[config.mk]
export PLATFORM = sky130hd
export DESIGN_NAME = multicycle_control_unit
export DESIGN_NICKNAME = d
export VERILOG_FILES = /design/src/rtl/cu_pkg.sv /design/src/rtl/cu_perf_counters.sv /design/src/rtl/multicycle_control_unit.sv
export SDC_FILE = /design/constraint.sdc
export NUM_CORES = 1
export LEC_CHECK = 0
export BUFFER_PORTS_ARGS = -buffer_cell sky130_fd_sc_hd__buf_2
export CAP_MARGIN = 25
export CORE_ASPECT_RATIO = 0.75
export CORE_MARGIN = 4
export CORE_UTILIZATION = 40
export CTS_CLUSTER_SIZE = 12
export DETAILED_ROUTE_END_ITERATION = 10
export PLACE_DENSITY = 0.87
export SETUP_SLACK_MARGIN = 0.05
export SLEW_MARGIN = 5
export SYNTH_ARGS = -nofsm -noshare
export SYNTH_HDL_FRONTEND = slang
export SYNTH_SLANG_ARGS = --single-unit
export TNS_END_PERCENT = 50
[constraint.sdc]
create_clock -name clk -period 3.11 [get_ports clk]
set_input_delay 0.622 -clock clk [delete_from_list [all_inputs] [get_ports clk]]
set_output_delay 0.622 -clock clk [all_outputs]
set_load 0.02 [all_outputs]
[src/rtl/cu_pkg.sv]
// cu_pkg: opcodes, FSM states and datapath select encodings shared by multicycle_control_unit
package cu_pkg;

    localparam logic [6:0] OP_R      = 7'b0110011;
    localparam logic [6:0] OP_I      = 7'b0010011;
    localparam logic [6:0] OP_LOAD   = 7'b0000011;
    localparam logic [6:0] OP_STORE  = 7'b0100011;
    localparam logic [6:0] OP_BRANCH = 7'b1100011;
    localparam logic [6:0] OP_JAL    = 7'b1101111;
    localparam logic [6:0] OP_JALR   = 7'b1100111;
    localparam logic [6:0] OP_ECALL  = 7'b1110011;

    typedef enum logic [2:0] {
        S_INIT,
        S_IF,
        S_ID,
        S_EX,
        S_MEM,
        S_WB,
        S_HALT
    } state_t;

    localparam logic [1:0] PC_PLUS4 = 2'd0;
    localparam logic [1:0] PC_IMM   = 2'd1;
    localparam logic [1:0] PC_ALU   = 2'd2;

    localparam logic [1:0] SRC_B_RS2  = 2'd0;
    localparam logic [1:0] SRC_B_IMM  = 2'd1;
    localparam logic [1:0] SRC_B_FOUR = 2'd2;

    localparam logic [1:0] ALU_ADD   = 2'd0;
    localparam logic [1:0] ALU_BR    = 2'd1;
    localparam logic [1:0] ALU_FUNCT = 2'd2;

    function automatic logic is_valid_op(input logic [6:0] op);
        return op inside {OP_R, OP_I, OP_LOAD, OP_STORE, OP_BRANCH, OP_JAL, OP_JALR, OP_ECALL};
    endfunction

endpackage

[src/rtl/cu_perf_counters.sv]
// cu_perf_counters: wrapping cycle and retired-instruction counters, built only with CU_PERF_CNT_EN
`ifdef CU_PERF_CNT_EN
module cu_perf_counters #(
    parameter int CNT_W = 32
) (
    input  logic             clk,
    input  logic             reset_n,
    input  logic             cycle_en,
    input  logic             instret_en,
    output logic [CNT_W-1:0] cycle_cnt,
    output logic [CNT_W-1:0] instret_cnt
);

    // Both counters advance on their enables and wrap naturally at 2^CNT_W
    always_ff @(posedge clk or negedge reset_n) begin
        if (!reset_n) begin
            cycle_cnt   <= '0;
            instret_cnt <= '0;
        end else begin
            cycle_cnt   <= cycle_cnt + CNT_W'(cycle_en);
            instret_cnt <= instret_cnt + CNT_W'(instret_en);
        end
    end

endmodule
`endif

[src/rtl/multicycle_control_unit.sv]
// multicycle_control_unit: RV32I multi-cycle sequencer with ready handshake, stall timeout; counters under CU_PERF_CNT_EN
module multicycle_control_unit
    import cu_pkg::*;
#(
    parameter int WAIT_LIMIT = 0,
    parameter int CNT_W      = 32
) (
    input  logic             clk,
    input  logic             reset_n,
    input  logic [6:0]       opcode,
    input  logic             bcond,
    input  logic             mem_ready,
    input  logic             halt_req,
    output logic             ir_write,
    output logic             pc_write,
    output logic             i_or_d,
    output logic             mem_read,
    output logic             mem_write,
    output logic             mem_to_reg,
    output logic             write_enable,
    output logic             pc_to_reg,
    output logic             is_call,
    output logic             alu_src_a,
    output logic [1:0]       alu_src_b,
    output logic [1:0]       alu_op,
    output logic [1:0]       pc_source,
    output logic             halted,
    output logic             mem_timeout,
    output logic             illegal_op,
    output logic [CNT_W-1:0] cycle_cnt,
    output logic [CNT_W-1:0] instret_cnt
);

    state_t      state, next_state;
    logic [31:0] wait_cnt;
    logic        timeout_q;
    logic        stalling, timeout_hit, in_alu;
    logic        is_r, is_i, is_load, is_store, is_branch, is_jal, is_jalr;

    assign is_r      = opcode == OP_R;
    assign is_i      = opcode == OP_I;
    assign is_load   = opcode == OP_LOAD;
    assign is_store  = opcode == OP_STORE;
    assign is_branch = opcode == OP_BRANCH;
    assign is_jal    = opcode == OP_JAL;
    assign is_jalr   = opcode == OP_JALR;

    assign stalling    = (state == S_IF || state == S_MEM) && !mem_ready;
    assign timeout_hit = (WAIT_LIMIT > 0) && stalling && wait_cnt == 32'(WAIT_LIMIT - 1);
    assign in_alu      = state == S_EX || state == S_MEM || state == S_WB;
    assign halted      = state == S_HALT;
    assign mem_timeout = timeout_q;

    // State register, consecutive-stall counter and sticky timeout flag
    always_ff @(posedge clk or negedge reset_n) begin
        if (!reset_n) begin
            state     <= S_INIT;
            wait_cnt  <= '0;
            timeout_q <= 1'b0;
        end else begin
            state     <= next_state;
            wait_cnt  <= (stalling && next_state == state) ? wait_cnt + 32'd1 : '0;
            timeout_q <= timeout_q | timeout_hit;
        end
    end

    // Next state and datapath controls; ALU selects stay valid from EX through WB
    always_comb begin
        next_state   = state;
        ir_write     = 1'b0;
        pc_write     = 1'b0;
        i_or_d       = 1'b0;
        mem_read     = 1'b0;
        mem_write    = 1'b0;
        mem_to_reg   = 1'b0;
        write_enable = 1'b0;
        pc_to_reg    = 1'b0;
        is_call      = 1'b0;
        illegal_op   = 1'b0;
        pc_source    = PC_PLUS4;
        alu_src_a    = in_alu && !is_jal;
        alu_src_b    = (!in_alu || is_r || is_branch) ? SRC_B_RS2 : SRC_B_IMM;
        alu_op       = !in_alu ? ALU_ADD : (is_r || is_i) ? ALU_FUNCT : is_branch ? ALU_BR : ALU_ADD;
        case (state)
            S_INIT: next_state = S_IF;
            S_IF: begin
                mem_read   = 1'b1;
                ir_write   = mem_ready;
                next_state = mem_ready ? S_ID : S_IF;
            end
            S_ID: begin
                if (opcode == OP_ECALL) begin
                    is_call    = 1'b1;
                    pc_write   = !halt_req;
                    next_state = halt_req ? S_HALT : S_IF;
                end else if (!is_valid_op(opcode)) begin
                    illegal_op = 1'b1;
                    pc_write   = 1'b1;
                    next_state = S_IF;
                end else begin
                    next_state = S_EX;
                end
            end
            S_EX: begin
                pc_write   = is_branch;
                pc_source  = (is_branch && bcond) ? PC_IMM : PC_PLUS4;
                next_state = is_branch ? S_IF : (is_load || is_store) ? S_MEM : S_WB;
            end
            S_MEM: begin
                i_or_d     = 1'b1;
                mem_read   = is_load;
                mem_write  = !is_load;
                pc_write   = mem_ready && !is_load;
                next_state = !mem_ready ? S_MEM : is_load ? S_WB : S_IF;
            end
            S_WB: begin
                write_enable = 1'b1;
                pc_write     = 1'b1;
                mem_to_reg   = is_load;
                pc_to_reg    = is_jal || is_jalr;
                pc_source    = is_jal ? PC_IMM : is_jalr ? PC_ALU : PC_PLUS4;
                next_state   = S_IF;
            end
            S_HALT: next_state = S_HALT;
            default: next_state = S_INIT;
        endcase
        if (timeout_hit) next_state = S_HALT;
    end

`ifdef CU_PERF_CNT_EN
    cu_perf_counters #(.CNT_W(CNT_W)) u_perf (
        .clk         (clk),
        .reset_n     (reset_n),
        .cycle_en    (state != S_INIT && state != S_HALT),
        .instret_en  (pc_write),
        .cycle_cnt   (cycle_cnt),
        .instret_cnt (instret_cnt)
    );
`else
    assign cycle_cnt   = '0;
    assign instret_cnt = '0;
`endif

endmodule

# --- After elaboration in Yosys (flattened, before gate mapping) ---
# Index checks and enable logic that the tools add are counted.
totals:
  out_inout_bits: 83
  in_bits: 12
  reg_bits: 3
  elab_cells: 63
classes:
  eq_ne: 14
  n_mux: 31
  n_reduce_logical: 17
op_table:
  columns: ["operator", "n"]
  rows:
  - ["$eq A7 B7 Y1 const B", 4]
  - ["$pmux W3 S6", 1]
  - ["$mux W1", 16]
  - ["$mux W3", 5]
  - ["$eq A7 B6 Y1 const B", 2]
  - ["$mux W2", 6]
  - ["$eq A3 B3 Y1 const B", 3]
  - ["$reduce_bool A8 Y1", 1]
  - ["$eq A7 B2 Y1 const B", 1]
  - ["$eq A7 B5 Y1 const B", 1]
  - ["$logic_or A1 B1 Y1", 7]
  - ["$eq A3 B2 Y1 const B", 2]
  - ["$logic_not A1 Y1", 4]
  - ["$pmux W1 S4", 1]
  - ["$pmux W2 S2", 1]
  - ["$eq A3 B1 Y1 const B", 1]
  - ["$logic_and A1 B1 Y1", 3]
  - ["$logic_not A3 Y1", 1]
  - ["$pmux W1 S2", 1]
  - ["$reduce_or A2 Y1", 1]

# --- Longest topological paths before layout ---
logic_depth:
  ltp_word: 7
  depth_mapped: 5
  ltp_nobuf: 4

# --- Worst setup path after synthesis ---
# No wires, ideal clock.
synth_path:
  path_kind: "input -> output"
  start: "in opcode[6]"
  end: "out pc_write"
  stages: 5
  arrival_ps: 2000
  path_slack_ps: 488
  cell_sequence: "buf_2 -> nand2_2 -> nor2_1 -> nor4_1 -> a211o_1"
synth_between:
  elab_chain_cells: 5
synth_rtl:
  columns: ["item", "line", "source"]
  rows:
  - ["from (decl)", "multicycle_control_unit.sv:10", "input logic [6:0] opcode,"]
  - ["$eq A7 B6 Y1, or another cell as far along", "cu_pkg.sv:36", "return op inside {OP_R, OP_I, OP_LOAD, OP_STORE, OP_BRANCH, OP_JAL, OP_JALR, OP_ECALL};"]
  - ["$reduce_bool A8 Y1", "cu_pkg.sv:36", null]
  - ["$mux W1", "multicycle_control_unit.sv:96", "end else if (!is_valid_op(opcode)) begin"]
  - ["$mux W1", "multicycle_control_unit.sv:92", "if (opcode == OP_ECALL) begin"]
  - ["$pmux W1 S4 *", "multicycle_control_unit.sv:84", "case (state)"]
  - ["to (decl)", "multicycle_control_unit.sv:15", "output logic pc_write,"]
# Mark *: on every way between the ends. The rest lies on a longest branch, timed or not.

# --- Worst setup path in the final report ---
layout_path:
  start: "in opcode[3]"
  end: "out pc_write"
# The elaborated chain is that of the path after synthesis.

==> flow_summary.json <==
{
  "run_status": "completed",
  "cell_area_after_synthesis_um2": 1000,
  "fmax_mhz": 398,
  "ys_async_sr_fraction_pct": 100,
  "dpl-instance-area_um2": 910,
  "cts-buffers-inserted": 3,
  "ys_types": 38,
  "end_kind": "output port",
  "design_area_um2": 936,
  "placementRows": 15,
  "io_buffer_count": 28,
  "synthTopCellsByArea": "sky130_fd_sc_hd__buf_4 50%, sky130_fd_sc_hd__dfrtp_1 7.5%, sky130_fd_sc_hd__nor2_1 3.4%, sky130_fd_sc_hd__a21oi_1 3.0%, sky130_fd_sc_hd__nand4bb_4 2.7%",
  "worstPathMaxFanout": 6,
  "place_congestion": 0.893,
  "largestRegisters": "state: 3 flops",
  "cp_data_required_time_ps": 2490,
  "cts_buffer_depth": 2,
  "synth_largest_type_area_fraction_pct": 50.2,
  "ys_seq_area_share_pct": 7.50,
  "fin_ws_ps": 594,
  "global_route.usage.total_pct": 9.66,
  "layout-area-overhead-vs-synth_pct": -6.50,
  "holdCritPathClass": "in -> async",
  "dieWidth_um": 65.8,
  "ys.flop_type": "sky130_fd_sc_hd__dfrtp_1",
  "firstDrtPassIters": 4,
  "global_route.overflow_total": 0,
  "initial_core_util_pct": 42.7,
  "finalSetupViolations": 0,
  "drt_wl_total_mm": 2.03,
  "drt_first_iter_violations": 25,
  "dp_hpwl_mm": 1.74,
  "regMostFlops": "state",
  "totalNegativeSetupSlack_ps": 0,
  "clkTransAtPathRegs_ps": 40,
  "synth-edff-count": 0,
  "worstSkewPairLatency_ps": 230,
  "totalPowerFinal_mw": 0.566,
  "largest_register_ff_count": 3,
  "route.detailed.wl_per_inst_um": 10.4,
  "skew_ps": 4.22,
  "post_route_cells_drive_above_1_share_pct": 26.3,
  "worst_setup_sp_type": "primary input",
  "dp_worst_setup_slack_ps": 609,
  "nFillCells": 269,
  "critical_path_class": "in -> out",
  "cell_count_after_synthesis": 133,
  "synthDominantAreaCellType": "sky130_fd_sc_hd__buf_4",
  "avgSynthCellArea_um2": 7.53,
  "power_per_cell_area_nw_per_um2": 604,
  "drc": 0,
  "via_count_of_the_first_global_routing_pass": 544,
  "cts_hold_buf": 0,
  "post-route-util_pct": 39.9,
  "grt_start_max_net_pins": 13,
  "h-tree-depth": 1,
  "post_cts_buffers": 0,
  "placed_cells": 190,
  "leakagePower_nw": 0.556,
  "finalNetCount": 173,
  "final_antenna_net_count": 0,
  "design.die.area_um2": 3370,
  "period_share_pct": 80.9,
  "max-vdd-ir-drop_mv": 0.295,
  "antenna_diode_count": 0,
  "timing.max_cap.violations": 0,
  "die_height_um": 51.3,
  "design.core.area_um2": 2350,
  "clock_period_minus_worst_slack_ps": 2520,
  "routed-via-count": 761,
  "postCtsResizedCells": 0,
  "synthesis.yosys.warnings": 0,
  "yosys_register_bits": 3,
  "drt-vias-per-instance": 3.92,
  "worst_slack_on_hold_paths_ps": 176,
  "clock_sinks": 3,
  "hold_viol_final": 0,
  "layout.cells.non_filler": 194,
  "grt_first_pass_wirelength_mm": 2.54,
  "grt_setup_unrepaired": "false",
  "final-max-slew-violation-count": 0,
  "tritoncts_clock_tree": "done",
  "worstPathArrival_ps": 1890,
  "antenna_violations_before_repair": 0,
  "clock_tree.root_cell": "sky130_fd_sc_hd__clkbuf_4",
  "floorplan.io_pins": 95
}
routing by layer:
metal / GRT usage (%) / vias up / part of all wire (%)
met5: 0 / - / 0
met4: 4.14 / 0 / 0.64
met2: 14.5 / 57 / 45
met3: 0.220 / 2 / 14
li1: - / 368 / -
met1: 14.3 / 334 / 41
worst max-delay path, cell delays in order:
cell and delay (ps):
sky130_fd_sc_hd__buf_2 130, sky130_fd_sc_hd__nand4bb_4 290, sky130_fd_sc_hd__nor4_4 310, sky130_fd_sc_hd__nor3_2 80
sky130_fd_sc_hd__a211o_1 300, sky130_fd_sc_hd__buf_2 160
power breakdown:
part           switching (mW)  internal (mW)
sequential             0.0494         0.0575
combinational           0.266          0.124
clock                  0.0202         0.0481
total                   0.336          0.230
area by class of cell:
class	instances	area, um2	area share (%)
clock buffers	4	26.3	2.81
inverters	3	11.3	1.20
multi-input cells	122	641	68.4
flip-flops and latches	3	75.1	8.02
well taps	34	42.5	4.55
repair buffers	28	140	15.0
cell usage after synthesis (2+ instances only):
master                     count
sky130_fd_sc_hd__nor3_1        3
sky130_fd_sc_hd__nor2_1        9
sky130_fd_sc_hd__inv_1         3
sky130_fd_sc_hd__a21oi_1       6
sky130_fd_sc_hd__dfrtp_1       3
sky130_fd_sc_hd__and3_1        2
sky130_fd_sc_hd__a31oi_1       2
sky130_fd_sc_hd__buf_2         3
sky130_fd_sc_hd__o21ai_0       3
sky130_fd_sc_hd__nand2_1       3
sky130_fd_sc_hd__nand2b_1      3
sky130_fd_sc_hd__buf_4        67
layout by cell type, fill, tap and decap left out, drive strengths merged, types with 2 or more instances in the layout:
cell type and count:
nand2b 3, nor3 4, a31oi 2, conb 66
and3 2, buf 28, nor4 3, inv 3
a21oi 6, and2b 2, nand2 4, o21ai 3
nor2 9, clkbuf 4, dfrtp 3
kinds of logic (layout without fill, tap and decap cells):
logic type / after synthesis / in the layout / share of synthesized area (%)
and+or+nand+nor: 37 / 37 / 26.4
buffers and inverters: 73 / 35 / 52.9
other: 1 / 66 / 0.375
AOI/OAI and AO/OA: 17 / 17 / 11.0
muxes: 1 / 1 / 1.00
DFF: 3 / 3 / 7.50
xor gates and xnor gates: 1 / 1 / 0.875
path summary, 6_finish.rpt:
check	from	end	slack [ps]	cells past startpoint
max	opcode[3]	pc_write	590	6
min	reset_n	state[0]$_DFF_PN0_	180	1
max reg2reg	state[1]$_DFF_PN0_	state[0]$_DFF_PN0_	1860	4
min reg2reg	state[2]$_DFF_PN0_	state[1]$_DFF_PN0_	700	2
max in group asynchronous	reset_n	state[2]$_DFF_PN0_	2820	1
min in group clk	state[2]$_DFF_PN0_	state[1]$_DFF_PN0_	700	2
Power figures use the tool's default switching activity.
